**config.mk**
```make
export PLATFORM = sky130hd
export DESIGN_NAME = sysid_probe_master
export DESIGN_NICKNAME = d
export VERILOG_FILES = /design/src/rtl/sysid_probe_pkg.sv /design/src/rtl/sysid_probe_timer.sv /design/src/rtl/sysid_probe_master.sv
export SDC_FILE = /design/constraint.sdc
export NUM_CORES = 1
export LEC_CHECK = 0
export BUFFER_PORTS_ARGS = -buffer_cell sky130_fd_sc_hd__buf_2
export CORE_UTILIZATION = 55
export DETAILED_ROUTE_END_ITERATION = 8
export PLACE_DENSITY = 0.81
export SLEW_MARGIN = 30
export SYNTH_ARGS = -nofsm -noshare
export SYNTH_HDL_FRONTEND = slang
export SYNTH_HIERARCHICAL = 1
export SYNTH_SLANG_ARGS = --single-unit
```
**constraint.sdc**
```tcl
create_clock -name clock -period 7.3 [get_ports clock]
set_input_delay 1.46 -clock clock [delete_from_list [all_inputs] [get_ports clock]]
set_output_delay 1.46 -clock clock [all_outputs]
set_load 0.03 [all_outputs]
```
**src/rtl/sysid_probe_pkg.sv**
```systemverilog
// Shared types and constants for the sysid probe master: FSM state encoding,
// default expected ID/timestamp words and the sysid slave word addresses.
package sysid_probe_pkg;

  typedef enum logic [2:0] {
    IDLE,
    RD_ID,
    RD_TS,
    FINISH,
    ERR
  } state_t;

  localparam logic [31:0] DEFAULT_EXPECTED_ID = 32'd0;
  localparam logic [31:0] DEFAULT_EXPECTED_TS = 32'd1489014401;

  localparam logic ADDR_ID = 1'b0;
  localparam logic ADDR_TS = 1'b1;

endpackage

```
**src/rtl/sysid_probe_timer.sv**
```systemverilog
// Stall counter for one Avalon read: counts waitrequest cycles and flags the
// cycle on which the running total reaches the configured limit.
module sysid_probe_timer (
  input  logic        clock,
  input  logic        reset_n,
  input  logic        clear,
  input  logic        enable,
  input  logic [15:0] limit,
  output logic        expired
);

  logic [15:0] count;

  always_ff @(posedge clock or negedge reset_n) begin
    if (!reset_n) begin
      count <= '0;
    end else if (clear) begin
      count <= '0;
    end else if (enable) begin
      count <= count + 16'd1;
    end
  end

  // Asserted during the limit-th stalled cycle so the master can drop its
  // read strobe on the very next cycle.
  assign expired = enable && !clear && (count >= (limit - 16'd1));

endmodule

```
**src/rtl/sysid_probe_master.sv**
```systemverilog
// Avalon-MM master that reads the sysid ID and timestamp words and compares
// them with the expected values. Optional feature: SYSID_PROBE_AUTOSTART_EN.
module sysid_probe_master
  import sysid_probe_pkg::*;
#(
  parameter logic [31:0] EXPECTED_ID    = DEFAULT_EXPECTED_ID,
  parameter logic [31:0] EXPECTED_TS    = DEFAULT_EXPECTED_TS,
  parameter int unsigned TIMEOUT_CYCLES = 255
) (
  input  logic        clock,
  input  logic        reset_n,
  input  logic        start,
  output logic        avm_address,
  output logic        avm_read,
  input  logic [31:0] avm_readdata,
  input  logic        avm_waitrequest,
  output logic [31:0] id_value,
  output logic [31:0] ts_value,
  output logic        busy,
  output logic        done,
  output logic        match,
  output logic        timeout_err
);

  localparam logic [15:0] LIMIT = 16'(TIMEOUT_CYCLES);

  state_t state;
  logic   start_eff;
  logic   reading;
  logic   stall_clear;
  logic   stall_en;
  logic   stall_expired;

`ifdef SYSID_PROBE_AUTOSTART_EN
  // One-shot request that fires in the first cycle after reset release.
  logic auto_pend;

  always_ff @(posedge clock or negedge reset_n) begin
    if (!reset_n) begin
      auto_pend <= 1'b1;
    end else begin
      auto_pend <= 1'b0;
    end
  end

  assign start_eff = start || auto_pend;
`else
  assign start_eff = start;
`endif

  assign reading     = (state == RD_ID) || (state == RD_TS);
  assign stall_clear = !reading || !avm_waitrequest;
  assign stall_en    = reading && avm_waitrequest;

  sysid_probe_timer u_timer (
    .clock   (clock),
    .reset_n (reset_n),
    .clear   (stall_clear),
    .enable  (stall_en),
    .limit   (LIMIT),
    .expired (stall_expired)
  );

  always_ff @(posedge clock or negedge reset_n) begin
    if (!reset_n) begin
      state       <= IDLE;
      avm_address <= ADDR_ID;
      avm_read    <= 1'b0;
      id_value    <= '0;
      ts_value    <= '0;
      busy        <= 1'b0;
      done        <= 1'b0;
      match       <= 1'b0;
      timeout_err <= 1'b0;
    end else begin
      done <= 1'b0;
      case (state)
        IDLE, FINISH, ERR: begin
          if (start_eff) begin
            state       <= RD_ID;
            avm_read    <= 1'b1;
            avm_address <= ADDR_ID;
            busy        <= 1'b1;
            match       <= 1'b0;
            timeout_err <= 1'b0;
          end else if (state == FINISH) begin
            state <= IDLE;
          end
        end
        RD_ID: begin
          if (!avm_waitrequest) begin
            id_value    <= avm_readdata;
            avm_address <= ADDR_TS;
            state       <= RD_TS;
          end else if (stall_expired) begin
            state       <= ERR;
            avm_read    <= 1'b0;
            avm_address <= ADDR_ID;
            busy        <= 1'b0;
            done        <= 1'b1;
            match       <= 1'b0;
            timeout_err <= 1'b1;
          end
        end
        RD_TS: begin
          // The ID word is already registered; the timestamp is compared as it arrives.
          if (!avm_waitrequest) begin
            ts_value    <= avm_readdata;
            state       <= FINISH;
            avm_read    <= 1'b0;
            avm_address <= ADDR_ID;
            busy        <= 1'b0;
            done        <= 1'b1;
            match       <= (id_value == EXPECTED_ID) && (avm_readdata == EXPECTED_TS);
          end else if (stall_expired) begin
            state       <= ERR;
            avm_read    <= 1'b0;
            avm_address <= ADDR_ID;
            busy        <= 1'b0;
            done        <= 1'b1;
            match       <= 1'b0;
            timeout_err <= 1'b1;
          end
        end
        default: begin
          state <= IDLE;
        end
      endcase
    end
  end

endmodule
```
==> results_dict.tcl, run 1 <==
set metrics [dict create \
    status "completed" \
    die_x_um 92.8 \
    switching_share_pct 43.9 \
    synth-edff-count 0 \
    hold_start "ts_value[6]" \
    final_nets 584 \
    worstSetupEndpointType "flip-flop" \
    hold_viol 0 \
    seq_power_share_pct 37.3 \
    p_leak_nw 2.57 \
    crit_arrival_ps 4560 \
    met1_length_mm 4.44 \
    cts-buffers-inserted 9 \
    drt_wl_total_mm 9.73 \
    drc 0 \
    p_per_area_nw_per_um2 410 \
    antenna_found_initial 0 \
    final_layout_size_suffix_gt1_share_pct 35.9 \
    hold_path_depth 1 \
    r2r_slack_ps 3440 \
    max_freq_mhz 232 \
    internal_power_w 0.00126 \
    fin_tns_setup_ps 0 \
    dp_hpwl_mm 7.18 \
    grt_max_degree 90 \
    yosys_warnings 6 \
    drt-initial-drc-count 128 \
    drtPass1Iterations 4 \
    multi_input_area_sq_um 2340 \
    top_layer_used "met4" \
    seq_area_sq_um 2230 \
    setup-violations-final 0 \
    ys_types 55 \
    slew_violations 0 \
    ant_nets 0 \
    core-area_sq_um 7850 \
    synthArstFlopShare_pct 100 \
    reg2reg_to "match" \
    wl_met3_um 430 \
    dieArea_sq_um 8610 \
    initial_core_util_pct 57.8 \
    rsz0062_at_grt "false" \
    placementRows 32 \
    synth_ff_type "dfrtp_1" \
    peakVddDrop_v 0.000292 \
    wl_met2_mm 4.64 \
    relSlewSlack_pct 46.7 \
    max-cap-violations 0 \
    crit_required_ps 7560 \
    cts_setup_buffers 0 \
    timing.final.crit_share_pct 59.0 \
    clkPwrFrac_pct 17.1 \
    io_pins 106 \
    viasPerCell 5.34 \
    fillers 569 \
    syn_area_sq_um 4530 \
    cts-resized-gates 0 \
    p_switching_w 0.000989 \
    grt_pass1_wl_mm 16.0 \
    clk_pin_slew_worst_paths_ps 100 \
    timing_worst_setup_path_type "input port to flip-flop" \
    area_growth_pct 21.2 \
    clk_latency_ps 350 \
    holdPathEnd "ts_value[6]" \
    stdcell_area_sq_um 5490 \
    comb_power_share_pct 45.6 \
    antenna_cells 0 \
    die_h_um 92.8 \
    clk_path_buf_depth 2 \
    holdBufCountCts 0 \
    final_core_util_pct 70.0 \
    track_usage_pct 23.9 \
    routedWlPerCell_um 15.3 \
    worstMarginPinSlew_ps 799 \
    hold_class "flip-flop to flip-flop" \
    routabilityCongestion 0.869 \
    placed_cell_area_sq_um 5270 \
    worstReg2RegStart "state[1]" \
    cts-root-buf "clkbuf_8" \
    htree_levels 3 \
    cts_tree "done" \
    final_common_cell "buf_2" \
    cp-startpoint "avm_waitrequest" \
    overflow 0 \
    cts.sinks 89 \
    fin_skew_ps 15.1 \
    reg2regPathDepth 11 \
    path_max_fanout 18 \
    numPortBuffers 105 \
    place_ws_ps 2720 \
    grt_pass1_vias 3289 \
    start_kind "input port" \
    layout_common_cells "buf_2 (104), dfrtp_1 (89), mux2_2 (60)" \
    synth-seq-cells 89 \
    fin_crit_ps 4310 \
    worst_slack_ps 2990 \
    syn-instance-count 380 \
    synth.avg_cell_area_sq_um 11.9 \
    vias 3402 \
    synth-seq-area-share_pct 49.1 \
]
cell families (layout without fill, tap and decap cells):
group | after synthesis | count (layout) | synth area share (%)
buffers and inverters | 22 | 130 | 3.12
muxes | 65 | 65 | 16.1
AOI/OAI and AO/OA | 36 | 36 | 5.19
adders and majority gates | 18 | 18 | 4.97
and+or+nand+nor | 120 | 120 | 15.9
DFF | 89 | 89 | 49.1
other | 2 | 49 | 0.166
xor gates and xnor gates | 28 | 28 | 5.41
cells in the mapped netlist (7+ instances only):
cell     count  area [sq um]
xnor2_1     14           123
nor3_1       7          35.0
a21oi_1      9          45.0
ha_1        18           225
nor4_1      11          68.8
nand4_1     10          62.6
nand2_1     17          63.8
inv_1        7          26.3
nor2_1      27           101
nand3_1     10          50.1
mux2_2      60           676
xor2_1      14           123
dfrtp_1     89          2230
buf_6        7          78.8
flip-flops by register name, summed over array words and instances, names as in the netlist:
| register | count |
|---|---|
| avm_address | 1 |
| avm_read | 1 |
| busy | 1 |
| done | 1 |
| id_value | 32 |
| match | 1 |
| state | 3 |
| timeout_err | 1 |
| ts_value | 32 |
| u_timer/count | 16 |
cell type report:
class | instances | share of cell area [%]
Clock buffer | 10 | 2.32
Tap cell | 102 | 2.32
Multi-Input combinational cell | 316 | 42.6
Sequential cell | 89 | 40.5
Clock inverter | 6 | 1.75
Timing Repair Buffer | 107 | 9.95
Inverter | 7 | 0.478
power groups by stage:
stage	clock [W]	combinational [W]	sequential [W]
2_1_floorplan	0	0.000372	0.00121
3_3_place_gp	0	0.00101	0.000836
3_5_place_dp	0	0.00103	0.000851
4_1_cts	0.000391	0.00103	0.000840
5_1_grt	0.000414	0.00108	0.000866
6_report	0.000386	0.00103	0.000840
metal layers:
metal / vias up / global-route usage, %
met1: 1649 / 32.1
met2: 99 / 38.2
met3: 19 / 4.76
li1: 1635 / -
met5: - / 0
met4: 0 / 9.10
how the worst max path moves through the flow:
stage / endpoint / slack [ps] / cells past startpoint
finish: match / 2990 / 11
global route: match / 2700 / 11
CTS: match / 3060 / 11
detailed placement: match / 2720 / 11
global placement: match / 2890 / 11
floorplan: match / 3830 / 12
per-stage QoR:
step	std cells	total power (W)	hold slack [ps]
2_1_floorplan	427	0.00158	511
3_3_place_gp	621	0.00185	459
3_5_place_dp	621	0.00188	475
4_1_cts	637	0.00226	496
5_1_grt	637	0.00236	518
6_report	637	0.00225	491
critical path, stage by stage:
cell and delay (ps):
buf_2 250, nand4b_1 650, inv_1 470, nor2b_1 210, and3_1 180, nand4_1 80
o21ai_0 420, nand4b_1 220, a21o_1 200, a32o_1 260, a21o_1 150
No activity file was read; power rests on OpenSTA's default activity.
==> run 2, diff against run 1 <==
- CORE_UTILIZATION: 55 -> 54
- PLACE_DENSITY: 0.81 -> 0.8
- clock period: 7.3 -> 4.3 ns (I/O delays scaled with it)
==> run 2 against run 1 <==
Utilization is 2.9 points lower. Worst setup slack worse by 2000 ps. Sequential share of layout area up 0.065 points. Routed wire length down 2.4%. Die area grew 1.8%. Register-to-register slack got worse by 2400 ps. Non-clock buffer count grew 1. First-iteration DRC count fell by 34%. Critical path type is now flip-flop to flip-flop. Critical endpoint unchanged. Largest cell class unchanged. Largest power group unchanged.
==> results_dict.tcl, run 2 (same netlist as run 1, synthesis figures left out) <==
set metrics [dict create \
    final_layout_size_suffix_gt1_share_pct 36.0 \
    area_growth_pct 21.0 \
    vias 3408 \
    fin_skew_ps 19.7 \
    rsz0062_at_grt "false" \
    overflow 0 \
    design_power_total_w 0.00375 \
    drt-initial-drc-count 84 \
    r2r_slack_ps 1030 \
    antenna_cells 0 \
    die_h_um 93.6 \
    cts_tree "done" \
    hold_viol 0 \
    core-area_sq_um 8180 \
    die_x_um 93.6 \
    drtPass1Iterations 5 \
    dp_hpwl_mm 7.16 \
    setup-violations-final 0 \
    cts-root-buf "clkbuf_8" \
    initial_core_util_pct 55.5 \
    seq_area_sq_um 2230 \
    clk_pin_slew_worst_paths_ps 100 \
    drt_wl_total_mm 9.50 \
    clk_path_buf_depth 2 \
    layout_common_cells "buf_2 (104), dfrtp_1 (89), mux2_2 (60)" \
    ant_nets 0 \
    final_nets 585 \
    grt_pass1_wl_mm 15.8 \
    io_pins 106 \
    start_kind "flip-flop" \
    stdcell_area_sq_um 5490 \
    path_cells "or2_2, nand4b_1, buf_4, inv_1, nor2b_1, and3_1, nand4_1, o21ai_0, nand4b_1, a21o_1, a32o_1, a21o_1" \
    drc 0 \
    track_usage_pct 23.3 \
    routedWlPerCell_um 14.8 \
    final_core_util_pct 67.1 \
    clk_latency_ps 350 \
    grt_max_degree 90 \
    placementRows 33 \
    relSlewSlack_pct 48.5 \
    cts_setup_buffers 0 \
    crit_arrival_ps 3510 \
    holdBufCountCts 0 \
    reg_top3 "id_value x32, ts_value x32, u_timer/count x16" \
    dieArea_sq_um 8770 \
    viasPerCell 5.32 \
    fin_tns_setup_ps 0 \
    cts.sinks 89 \
    timing.final.crit_share_pct 75.9 \
    worstMarginPinSlew_ps 773 \
    timing_worst_setup_path_type "flip-flop to flip-flop" \
    path_max_fanout 18 \
    hold_class "flip-flop to flip-flop" \
    htree_levels 3 \
    final_common_cell "buf_2" \
    cts-buffers-inserted 9 \
    numPortBuffers 105 \
    fin_crit_ps 3270 \
    crit_required_ps 4550 \
    antenna_found_initial 0 \
    cts-resized-gates 0 \
    routabilityCongestion 0.817 \
    slew_violations 0 \
    crit_path_top_delay_cell "dfrtp_1" \
    status "completed" \
    p_leak_nw 2.56 \
    worstSetupEndpointType "flip-flop" \
    placed_cell_area_sq_um 5280 \
    fillers 620 \
    max_freq_mhz 306 \
    slowest_delay_ps 670 \
    peakVddDrop_v 0.000470 \
    multi_input_area_sq_um 2340 \
    p_per_area_nw_per_um2 684 \
    grt_pass1_vias 3258 \
    max-cap-violations 0 \
]
-- run 2: layout make-up --
cell class / count / share of cell area (%)
clock buffers: 11 / 2.58
clock inverters: 5 / 1.14
inverters: 7 / 0.479
multi-input cells: 316 / 42.7
flip-flops and latches: 89 / 40.6
well taps: 105 / 2.40
repair buffers: 108 / 10.1
-- run 2: path summary, 6_finish.rpt --
kind / from / endpoint / cells past startpoint
worst max-delay path: state[1] / match / 12
worst min-delay path: avm_read / avm_read / 1
worst max register to register: state[1] / match / 12
worst min register to register: avm_read / avm_read / 1
max in group asynchronous: reset_n / u_timer/count[1] / 1
min in group asynchronous: reset_n / ts_value[20] / 1
-- run 2: metal layers --
metal  track usage, %  part of all wire (%)  vias up
li1                 -                     -     1629
met1             29.3                    43     1661
met2             40.9                    51       99
met3             4.07                   4.4       19
met4             7.05                   2.0        0
met5                0                     0        -
-- run 2: worst max-delay path, delay by kind of cell (launching register included) --
kind                   cells  cell delay, ps
AND/OR/NAND/NOR            6            1110
AO/OA/AOI/OAI              4             980
flip-flops                 1             670
buffers and inverters      2             410
-- run 2: per-stage QoR --
stage / cells / hold slack, ps / setup slack, ps
6_report: 641 / 485 / 1030
5_1_grt: 641 / 501 / 865
4_1_cts: 641 / 486 / 1100
3_5_place_dp: 625 / 465 / 918
3_3_place_gp: 625 / 458 / 1040
2_1_floorplan: 427 / 511 / 1430
-- run 2: power breakdown --
group / total (W) / switching [W] / internal, W
clock network: 0.000584 / 0.000296 / 0.000288
logic: 0.00174 / 0.00111 / 0.000637
registers: 0.00143 / 0.000248 / 0.00118
total: 0.00375 / 0.00165 / 0.00210
==> run 3, diff against run 2 <==
- clock period: 4.3 -> 3.1 ns (I/O delays scaled with it)
==> run 3 against run 2 <==
First-iteration DRC count rose by 65%. Non-clock buffer count grew 6. Fmax grew 18%. Routed wire length up 6.8%. Clock-buffer cell count stayed put. Worst setup slack worse by 710 ps. Via count grew 1.3%.
==> results_dict.tcl, run 3 (same netlist as run 1, synthesis figures left out) <==
set metrics [dict create \
    p_per_area_nw_per_um2 945 \
    crit_required_ps 3400 \
    cp-startpoint "u_timer/count[2]" \
    hold_viol 0 \
    drt_wl_total_mm 10.1 \
    grt_pass1_wl_mm 16.6 \
    cts_tree "done" \
    relSlewSlack_pct 52.3 \
    dieArea_sq_um 8770 \
    reg2regPathDepth 10 \
    cts.sinks 89 \
    placementRows 33 \
    rsz0062_at_grt "false" \
    cts_setup_buffers 0 \
    place_ws_ps 249 \
    worstSetupEndpointType "flip-flop" \
    path_cells "ha_1, and3_1, o21ai_0, a31oi_1, a2111oi_0, o21ai_0, nand2b_1, a211oi_1, a32o_1, a21o_1" \
    viasPerCell 5.34 \
    numPortBuffers 105 \
    hold_class "input port to asynchronous set/reset pin" \
    max-cap-violations 0 \
    drt-initial-drc-count 139 \
    die_h_um 93.6 \
    overflow 0 \
    dp_hpwl_mm 7.78 \
    io_pins 106 \
    crit_path_top_delay_cell "dfrtp_1" \
    dp.cells 631 \
    clk_latency_ps 350 \
    placed_cell_area_sq_um 5320 \
    timing.final.crit_share_pct 89.5 \
    htree_levels 3 \
    slew_violations 0 \
    fin_tns_setup_ps 0 \
    crit_arrival_ps 3080 \
    final_common_cell "buf_2" \
    cpMostUsedCell "o21ai_0" \
    layout_common_cells "buf_2 (104), dfrtp_1 (89), mux2_2 (60)" \
    cts-resized-gates 0 \
    grt_pass1_vias 3392 \
    antenna_cells 0 \
    ant_nets 0 \
    worst_slack_ps 325 \
    worstMarginPinSlew_ps 715 \
    setup-violations-final 0 \
    grt_max_degree 56 \
    die_x_um 93.6 \
    area_growth_pct 21.4 \
    antenna_found_initial 0 \
    timing_worst_setup_path_type "flip-flop to flip-flop" \
    slowest_delay_ps 450 \
    routabilityCongestion 0.845 \
    drc 0 \
    clk_pin_slew_worst_paths_ps 100 \
    holdBufCountCts 0 \
    vias 3453 \
    fin_cells 647 \
    stdcell_area_sq_um 5500 \
    peakVddDrop_v 0.000690 \
    fin_skew_ps 14.2 \
    cts-root-buf "clkbuf_8" \
    core-area_sq_um 8180 \
    whs_ps 290 \
    final_nets 591 \
    routedWlPerCell_um 15.7 \
    path_max_fanout 6 \
    fin_crit_ps 2770 \
    final_layout_size_suffix_gt1_share_pct 36.7 \
    drtPass1Iterations 5 \
    reg_top3 "id_value x32, ts_value x32, u_timer/count x16" \
    worstReg2RegStart "u_timer/count[2]" \
    cts-buffers-inserted 9 \
    initial_core_util_pct 55.5 \
    max_freq_mhz 360 \
    p_leak_nw 2.57 \
    status "completed" \
    track_usage_pct 24.7 \
    start_kind "flip-flop" \
    clk_path_buf_depth 2 \
]
## run 3: area by class of cell
| class | instances | area (sq um) |
|---|---|---|
| Sequential cell | 89 | 2230 |
| Fill cell | 664 | 2670 |
| Timing Repair Buffer | 114 | 596 |
| Inverter | 7 | 26.3 |
| Tap cell | 105 | 131 |
| Clock buffer | 11 | 141 |
| Multi-Input combinational cell | 316 | 2340 |
| Clock inverter | 5 | 40.0 |
## run 3: critical path, delay by kind of cell, from the launching register on
kind | cells | cell delay (ps)
and+or+nand+nor | 2 | 370
adders and majority gates | 1 | 330
AOI/OAI and AO/OA | 7 | 1580
DFF | 1 | 450
## run 3: power by group
group,switching [W],internal [W]
registers,0.000309,0.00163
clock network,0.000420,0.000318
logic,0.00161,0.000908
total,0.00234,0.00286
## run 3: final timing paths
| check | to | slack (ps) |
|---|---|---|
| worst max register to register | match | 330 |
| max in group asynchronous | id_value[30] | 2050 |
| worst max-delay path | match | 330 |
| worst min register to register | avm_read | 480 |
| worst min-delay path | ts_value[25] | 290 |
| min in group clock | avm_read | 480 |
## run 3: metal layers
layer | part of all wire (%) | up-vias | track usage [%]
met4 | 1.5 | 0 | 6.79
met2 | 51 | 86 | 43.8
met5 | 0 | - | 0
li1 | - | 1635 | -
met3 | 3.5 | 17 | 4.15
met1 | 43 | 1715 | 31.1
## run 3: stage by stage
| stage | util (%) | power (W) |
|---|---|---|
| final | 67.3 | 0.00520 |
| after global routing | 67.3 | 0.00545 |
| after CTS | 67.3 | 0.00522 |
| after detailed placement | 65.1 | 0.00449 |
| after global placement | 65.1 | 0.00438 |
| after floorplan | - | 0.00373 |
